**config.mk**
```make
export PLATFORM = sky130hd
export DESIGN_NAME = cpu_alu_seq
export DESIGN_NICKNAME = d
export VERILOG_FILES = /design/src/rtl/cpu_alu_pkg.sv /design/src/rtl/cpu_alu_seq_bcd_digit.sv /design/src/rtl/cpu_alu_seq.sv
export SDC_FILE = /design/constraint.sdc
export NUM_CORES = 1
export LEC_CHECK = 0
export CORE_MARGIN = 1.5
export CORE_UTILIZATION = 59
export CTS_CLUSTER_DIAMETER = 60
export CTS_CLUSTER_SIZE = 10
export DETAILED_ROUTE_END_ITERATION = 8
export PLACE_DENSITY = 0.91
export SYNTH_ARGS = -nofsm -noshare
export SYNTH_HDL_FRONTEND = slang
export SYNTH_SLANG_ARGS = --single-unit
```
**constraint.sdc**
```tcl
create_clock -name clock -period 4.49 [get_ports clock]
set_input_delay 0.898 -clock clock [delete_from_list [all_inputs] [get_ports clock]]
set_output_delay 0.898 -clock clock [all_outputs]
set_load 0.02 [all_outputs]
```
**src/rtl/cpu_alu_pkg.sv**
```systemverilog
// -----------------------------------------------------------------------------
// cpu_alu_pkg
// Shared definitions for the sequential 6502-family ALU:
//   - op_e     : 4-bit operation codes presented on the ALU op port
//   - FLAG_*   : bit positions inside the 8-bit processor status byte
//   - state_e  : control FSM states (binary ops never leave IDLE)
// No ports (package).
// -----------------------------------------------------------------------------
package cpu_alu_pkg;

    typedef enum logic [3:0] {
        OP_ORA = 4'h0,
        OP_AND = 4'h1,
        OP_EOR = 4'h2,
        OP_ADC = 4'h3,
        OP_STA = 4'h4,
        OP_LDA = 4'h5,
        OP_CMP = 4'h6,
        OP_SBC = 4'h7,
        OP_ASL = 4'h8,
        OP_ROL = 4'h9,
        OP_LSR = 4'hA,
        OP_ROR = 4'hB,
        OP_BIT = 4'hC,
        OP_INC = 4'hD,
        OP_DEC = 4'hE,
        OP_NOP = 4'hF
    } op_e;

    localparam int FLAG_C = 0;
    localparam int FLAG_Z = 1;
    localparam int FLAG_I = 2;
    localparam int FLAG_D = 3;
    localparam int FLAG_B = 4;
    localparam int FLAG_V = 6;
    localparam int FLAG_N = 7;

    typedef enum logic [0:0] {
        ST_IDLE = 1'b0,
        ST_DEC  = 1'b1
    } state_e;

endpackage

```
**src/rtl/cpu_alu_seq_bcd_digit.sv**
```systemverilog
// -----------------------------------------------------------------------------
// bcd_digit
// Combinational single-nibble decimal add/subtract with decimal adjust.
// Ports:
//   a4   in  4  minuend / addend digit
//   b4   in  4  subtrahend / addend digit
//   cin  in  1  carry in (for subtract: 1 = no borrow)
//   sub  in  1  0 = add, 1 = subtract
//   d4   out 4  adjusted result digit (mod 16 for non-BCD inputs)
//   cout out 1  carry out (for subtract: 1 = no borrow)
// -----------------------------------------------------------------------------
module bcd_digit (
    input  logic [3:0] a4,
    input  logic [3:0] b4,
    input  logic       cin,
    input  logic       sub,
    output logic [3:0] d4,
    output logic       cout
);

    logic [4:0] w_raw;
    logic [4:0] w_adj;

    always_comb begin
        w_raw = '0;
        w_adj = '0;
        cout  = 1'b0;
        if (!sub) begin
            w_raw = {1'b0, a4} + {1'b0, b4} + {4'b0, cin};
            if (w_raw > 5'd9) begin
                w_adj = w_raw + 5'd6;
                cout  = 1'b1;
            end else begin
                w_adj = w_raw;
                cout  = 1'b0;
            end
        end else begin
            // Bit 4 of the 5-bit difference is the borrow (result went negative).
            w_raw = {1'b0, a4} - {1'b0, b4} - {4'b0, ~cin};
            if (w_raw[4]) begin
                w_adj = w_raw - 5'd6;
                cout  = 1'b0;
            end else begin
                w_adj = w_raw;
                cout  = 1'b1;
            end
        end
        d4 = w_adj[3:0];
    end

endmodule

```
**src/rtl/cpu_alu_seq.sv**
```systemverilog
// -----------------------------------------------------------------------------
// cpu_alu_seq
// Registered 6502-family ALU with a valid/ready handshake. Binary ops complete
// in one cycle at full throughput; decimal ADC/SBC (D flag set, DECIMAL_EN=1)
// are processed one BCD digit per cycle, LSB digit first, over WIDTH/4 cycles.
// Ports:
//   clock      in   1      rising-edge clock
//   reset_n    in   1      synchronous active-low reset
//   in_valid   in   1      op/a/b/p_in valid
//   in_ready   out  1      ALU idle, can accept this cycle
//   op         in   4      operation code (cpu_alu_pkg::op_e)
//   a          in   WIDTH  accumulator operand
//   b          in   WIDTH  memory/immediate operand
//   p_in       in   8      status in (C Z I D B - V N)
//   out_valid  out  1      one-cycle pulse, res/p_out valid
//   res        out  WIDTH  result, held until the next out_valid
//   p_out      out  8      status out, untouched bits copied from p_in
// -----------------------------------------------------------------------------
module cpu_alu_seq
    import cpu_alu_pkg::*;
#(
    parameter int WIDTH      = 8,
    parameter int DECIMAL_EN = 1
) (
    input  logic             clock,
    input  logic             reset_n,
    input  logic             in_valid,
    output logic             in_ready,
    input  logic [3:0]       op,
    input  logic [WIDTH-1:0] a,
    input  logic [WIDTH-1:0] b,
    input  logic [7:0]       p_in,
    output logic             out_valid,
    output logic [WIDTH-1:0] res,
    output logic [7:0]       p_out
);

    localparam int             NDIG   = WIDTH / 4;
    localparam int             KW     = $clog2(NDIG) + 1;
    localparam logic [KW-1:0]  K_LAST = KW'(NDIG - 1);

    state_e           r_state;
    logic [KW-1:0]    r_k;
    logic             r_out_valid;
    logic [WIDTH-1:0] r_res;
    logic [7:0]       r_p_out;

    // Decimal operand/result shifters: the low nibble is always the current digit.
    logic [WIDTH-1:0] r_a_sh;
    logic [WIDTH-1:0] r_b_sh;
    logic [WIDTH-1:0] r_acc;
    logic             r_sub;
    logic             r_carry;
    logic             r_v;
    logic [7:0]       r_p;

    op_e              w_op;
    logic             w_cin;
    logic [WIDTH:0]   w_add;
    logic [WIDTH:0]   w_sub;
    logic [WIDTH:0]   w_cmp;
    logic [WIDTH-1:0] w_res;
    logic [7:0]       w_p;
    logic             w_setnz;
    logic             w_dec_start;
    logic [3:0]       w_d4;
    logic             w_cout;
    logic [WIDTH-1:0] w_final;
    logic [7:0]       w_dec_p;

    assign w_op     = op_e'(op);
    assign w_cin    = p_in[FLAG_C];
    assign in_ready = (r_state == ST_IDLE);

    assign out_valid = r_out_valid;
    assign res       = r_res;
    assign p_out     = r_p_out;

    assign w_add = {1'b0, a} + {1'b0, b}  + {{WIDTH{1'b0}}, w_cin};
    assign w_sub = {1'b0, a} + {1'b0, ~b} + {{WIDTH{1'b0}}, w_cin};
    assign w_cmp = {1'b0, a} - {1'b0, b};

    assign w_dec_start = (DECIMAL_EN != 0) && p_in[FLAG_D] &&
                         ((w_op == OP_ADC) || (w_op == OP_SBC));

    // Single-cycle binary datapath; also supplies V for decimal ops, which is
    // defined on the binary sum of the original operands.
    always_comb begin
        w_res   = a;
        w_p     = p_in;
        w_setnz = 1'b0;
        case (w_op)
            OP_ORA: begin w_res = a | b; w_setnz = 1'b1; end
            OP_AND: begin w_res = a & b; w_setnz = 1'b1; end
            OP_EOR: begin w_res = a ^ b; w_setnz = 1'b1; end
            OP_LDA: begin w_res = b;     w_setnz = 1'b1; end
            OP_STA: w_res = b;
            OP_ADC: begin
                w_res         = w_add[WIDTH-1:0];
                w_p[FLAG_C]   = w_add[WIDTH];
                w_p[FLAG_V]   = ~(a[WIDTH-1] ^ b[WIDTH-1]) & (a[WIDTH-1] ^ w_add[WIDTH-1]);
                w_setnz       = 1'b1;
            end
            OP_SBC: begin
                w_res         = w_sub[WIDTH-1:0];
                w_p[FLAG_C]   = w_sub[WIDTH];
                w_p[FLAG_V]   = (a[WIDTH-1] ^ b[WIDTH-1]) & (a[WIDTH-1] ^ w_sub[WIDTH-1]);
                w_setnz       = 1'b1;
            end
            OP_CMP: begin
                // No borrow out of a-b means a >= b unsigned.
                w_res         = a;
                w_p[FLAG_C]   = ~w_cmp[WIDTH];
                w_p[FLAG_N]   = w_cmp[WIDTH-1];
                w_p[FLAG_Z]   = (w_cmp[WIDTH-1:0] == '0);
            end
            OP_ASL: begin
                w_res         = {b[WIDTH-2:0], 1'b0};
                w_p[FLAG_C]   = b[WIDTH-1];
                w_setnz       = 1'b1;
            end
            OP_ROL: begin
                w_res         = {b[WIDTH-2:0], w_cin};
                w_p[FLAG_C]   = b[WIDTH-1];
                w_setnz       = 1'b1;
            end
            OP_LSR: begin
                w_res         = {1'b0, b[WIDTH-1:1]};
                w_p[FLAG_C]   = b[0];
                w_setnz       = 1'b1;
            end
            OP_ROR: begin
                w_res         = {w_cin, b[WIDTH-1:1]};
                w_p[FLAG_C]   = b[0];
                w_setnz       = 1'b1;
            end
            OP_BIT: begin
                w_res         = a;
                w_p[FLAG_Z]   = ((a & b) == '0);
                w_p[FLAG_N]   = b[WIDTH-1];
                w_p[FLAG_V]   = b[WIDTH-2];
            end
            OP_INC: begin w_res = b + 1'b1; w_setnz = 1'b1; end
            OP_DEC: begin w_res = b - 1'b1; w_setnz = 1'b1; end
            default: begin end
        endcase
        if (w_setnz) begin
            w_p[FLAG_N] = w_res[WIDTH-1];
            w_p[FLAG_Z] = (w_res == '0);
        end
    end

    bcd_digit u_bcd_digit (
        .a4   (r_a_sh[3:0]),
        .b4   (r_b_sh[3:0]),
        .cin  (r_carry),
        .sub  (r_sub),
        .d4   (w_d4),
        .cout (w_cout)
    );

    // The last digit enters at the top as the accumulator shifts right, so
    // after WIDTH/4 digits every nibble sits in its own position.
    assign w_final = {w_d4, r_acc[WIDTH-1:4]};

    always_comb begin
        w_dec_p         = r_p;
        w_dec_p[FLAG_C] = w_cout;
        w_dec_p[FLAG_Z] = (w_final == '0);
        w_dec_p[FLAG_N] = w_final[WIDTH-1];
        w_dec_p[FLAG_V] = r_v;
    end

    // Decimal operand latch and digit shifter (data only, no reset needed).
    always_ff @(posedge clock) begin
        if (in_valid && (r_state == ST_IDLE)) begin
            r_a_sh  <= a;
            r_b_sh  <= b;
            r_sub   <= (w_op == OP_SBC);
            r_p     <= p_in;
            r_v     <= w_p[FLAG_V];
            r_carry <= w_cin;
        end else if (r_state == ST_DEC) begin
            r_a_sh  <= r_a_sh >> 4;
            r_b_sh  <= r_b_sh >> 4;
            r_carry <= w_cout;
            r_acc   <= w_final;
        end
    end

    // Control FSM with registered outputs.
    always_ff @(posedge clock) begin
        if (!reset_n) begin
            r_state     <= ST_IDLE;
            r_k         <= '0;
            r_out_valid <= 1'b0;
            r_res       <= '0;
            r_p_out     <= 8'h00;
        end else begin
            r_out_valid <= 1'b0;
            case (r_state)
                ST_IDLE: begin
                    if (in_valid) begin
                        if (w_dec_start) begin
                            r_state <= ST_DEC;
                            r_k     <= '0;
                        end else begin
                            r_res       <= w_res;
                            r_p_out     <= w_p;
                            r_out_valid <= 1'b1;
                        end
                    end
                end
                ST_DEC: begin
                    if (r_k == K_LAST) begin
                        r_state     <= ST_IDLE;
                        r_k         <= '0;
                        r_res       <= w_final;
                        r_p_out     <= w_dec_p;
                        r_out_valid <= 1'b1;
                    end else begin
                        r_k <= r_k + KW'(1);
                    end
                end
                default: r_state <= ST_IDLE;
            endcase
        end
    end

endmodule

```
==> results_dict.tcl <==
set metrics [dict create \
    drt_first_pass_iters 6 \
    finalSetupViolations 0 \
    fin_skew_ps 12.4 \
    grt_max_degree 38 \
    max-cap-violations 0 \
    yosys_most_used_dff "edfxtp_1" \
    ys_seq_elements 47 \
    vias 4621 \
    core_um2 7770 \
    num_io_pins 49 \
    antenna_found_initial 0 \
    hold_path.class "register to register" \
    vdd_ir_drop_max_mv 0.168 \
    die_w_um 92.8 \
    gp_congestion 0.976 \
    status "finished clean" \
    drive_gt1_share_pct 9.98 \
    syn_area_um2 4760 \
    async_flop_share_pct 0 \
    tightest_slew_ps 686 \
    setup_total_negative_slack_ps 0 \
    synth-seq-area-share_pct 25.5 \
    leakage_nw 2.26 \
    ant_nets 0 \
    critPathCapture "res[6]" \
    cts_sinks 47 \
    fillers 595 \
    start_util_pct 61.3 \
    fmax_ghz 0.257 \
    fin_crit_ps 3900 \
    die_y_um 92.8 \
    startpoint_type "input port" \
    wl_per_cell_um 21.6 \
    cts_max_level 2 \
    worstPathMaxFanout 4 \
    p_per_area_nw_per_um2 274 \
    gr-usage-all-layers_pct 36.3 \
    post_cts_buffers 0 \
    cp_cell_sequence "clkdlybuf4s50_1 -> inv_1 -> fa_1 -> inv_1 -> fa_1 -> nor3b_1 -> a211oi_1 -> buf_4 -> o31ai_1 -> xnor2_1 -> o22ai_1 -> nor3_1 -> mux2_2 -> o21ai_1" \
    grt_setup_unrepaired "no" \
    r2r_cells 12 \
    path_clk_slew_ps 90 \
    reg2reg_to "p_out[1]" \
    synth.avg_cell_area_um2 8.51 \
    nNetsFinal 676 \
    syn_nets 635 \
    drt_wl_total_mm 15.2 \
    critPathRequiredTime_ps 4690 \
    antenna_cells 0 \
    grt_pass1_wl_mm 24.2 \
    synth-edff-count 27 \
    setup.worst_path.end_class "register" \
    numCtsBuffers 5 \
    timing.setup.critical_path_class "input port to register" \
    synthesis.instances 559 \
    total_power_mw 1.50 \
    crit_start "a[0]" \
    grt_overflow 0 \
    syn2layout_area_growth_pct 14.8 \
    dieArea_um2 8610 \
    drc_errors 0 \
    clk_latency_ps 310 \
    hold_violations 0 \
    port_buffers 48 \
    cts_resized 0 \
    num_rows 32 \
    ys_types 77 \
    vias_per_cell 6.57 \
    mostFrequentLayoutCells "nand2_1 (47), clkdlybuf4s50_1 (47), inv_1 (44)" \
    reg2reg_slack_ps 1330 \
    cts_tree "built" \
    clockRootBuffer "clkbuf_8" \
    drt_iter0_drc 589 \
    slew_headroom_pct 54.3 \
    slew_violations 0 \
    grt_pass1_vias 4587 \
    hpwl_mm 11.6 \
    slowest_delay_ps 470 \
    clk_path_buf_depth 2 \
    cts_hold_buf 0 \
    r2r-start "r_b_sh[0]" \
    cp_slowest_cell "clkdlybuf4s50_1" \
    cp.arrival_ps 4100 \
    yosysWarnings 0 \
    finalCritPeriodShare_pct 86.8 \
]
## state kept, by name, indices dropped and copies added (netlist names)
name / flops
r_state: 1
r_p: 4
r_a_sh: 8
res: 8
out_valid: 1
r_k: 2
r_carry: 1
r_acc: 4
r_v: 1
r_b_sh: 8
p_out: 8
r_sub: 1
## worst min path at each step
stage / startpoint / endpoint / cells after the start
after global routing: res[2] / res[2] / 2
after floorplan: r_k[1] / r_k[1] / 2
after detailed placement: r_k[1] / r_k[1] / 2
after CTS: r_k[1] / r_k[1] / 2
after global placement: r_k[1] / r_k[1] / 2
final: r_k[1] / r_k[1] / 2
## power by group
part,leakage (nW),total (mW),internal (mW),switching [mW]
clock network,0.0591,0.322,0.168,0.154
logic,1.77,0.661,0.270,0.391
registers,0.431,0.515,0.497,0.0185
## kinds of logic after synthesis
kind of cell | share of synthesized area, %
DFF | 25.5
and+or+nand+nor | 18.8
adders and majority gates | 13.3
muxes | 6.00
xor gates and xnor gates | 5.50
buffers and inverters | 7.76
AOI/OAI and AO/OA | 23.3
## metal layers
| layer | share of wire (%) | track usage [%] | routed length (µm) |
|---|---|---|---|
| met5 | 0 | 0 | 0 |
| met4 | 4.7 | 15.9 | 713 |
| met1 | 39 | 43.0 | 5920 |
| met2 | 49 | 64.7 | 7480 |
| met3 | 7.1 | 4.93 | 1070 |
## stage by stage
step / worst slack [ps] / hold slack (ps) / instance area (µm²) / std cells / utilization, %
final: 593 / 480 / 5460 / 703 / 70.3
after global routing: 334 / 503 / 5460 / 703 / 70.3
after CTS: 639 / 482 / 5460 / 703 / 70.3
after detailed placement: 341 / 466 / 5350 / 695 / 68.8
after global placement: 407 / 437 / 5350 / 695 / 68.8
after floorplan: 1010 / 429 / 4760 / 559 / -
## worst max-delay path, delay by kind of cell
family / cells / cell delay, ps
AOI/OAI and AO/OA: 4 / 670
adders and majority gates: 2 / 650
xor gates and xnor gates: 1 / 160
and+or+nand+nor: 2 / 510
buffers and inverters: 4 / 940
muxes: 1 / 260
## cell usage after synthesis (4+ instances only)
library cell	count	area, µm²
xnor2_1	22	193
and2_1	13	81.3
a31oi_1	10	62.6
buf_2	13	65.1
xor2_1	6	52.6
o21ai_1	4	20.0
clkbuf_1	17	63.8
and3_1	5	31.3
o31ai_1	4	30.0
buf_6	4	45.0
o211ai_1	8	60.1
dfxtp_1	20	400
a22oi_1	4	30.0
o22ai_1	8	50.1
mux2_2	10	113
a21oi_1	34	170
a21boi_0	5	37.5
o21bai_1	7	52.6
or2_2	5	31.3
o21ai_0	32	160
nand3_1	10	50.1
o211a_1	5	50.1
inv_1	44	165
mux2i_1	15	150
edfxtp_1	27	811
nor4_1	8	50.1
or3_1	5	31.3
nand4_1	5	31.3
a211oi_1	4	30.0
nor3_1	9	45.0
nand2_1	47	176
fa_1	9	180
nand2b_1	11	68.8
ha_1	36	450
nor2b_1	7	43.8
a221o_1	4	40.0
nor2_1	22	82.6
## area by class of cell
| class | count | area [µm²] | area share (%) |
|---|---|---|---|
| repair buffers | 71 | 648 | 11.9 |
| flip-flops and latches | 47 | 1210 | 22.2 |
| clock buffers | 5 | 68.8 | 1.26 |
| clock inverters | 3 | 45.0 | 0.825 |
| well taps | 102 | 128 | 2.34 |
| inverters | 48 | 180 | 3.30 |
| multi-input cells | 427 | 3180 | 58.2 |
Note: power is estimated with default switching activity, not from simulation.
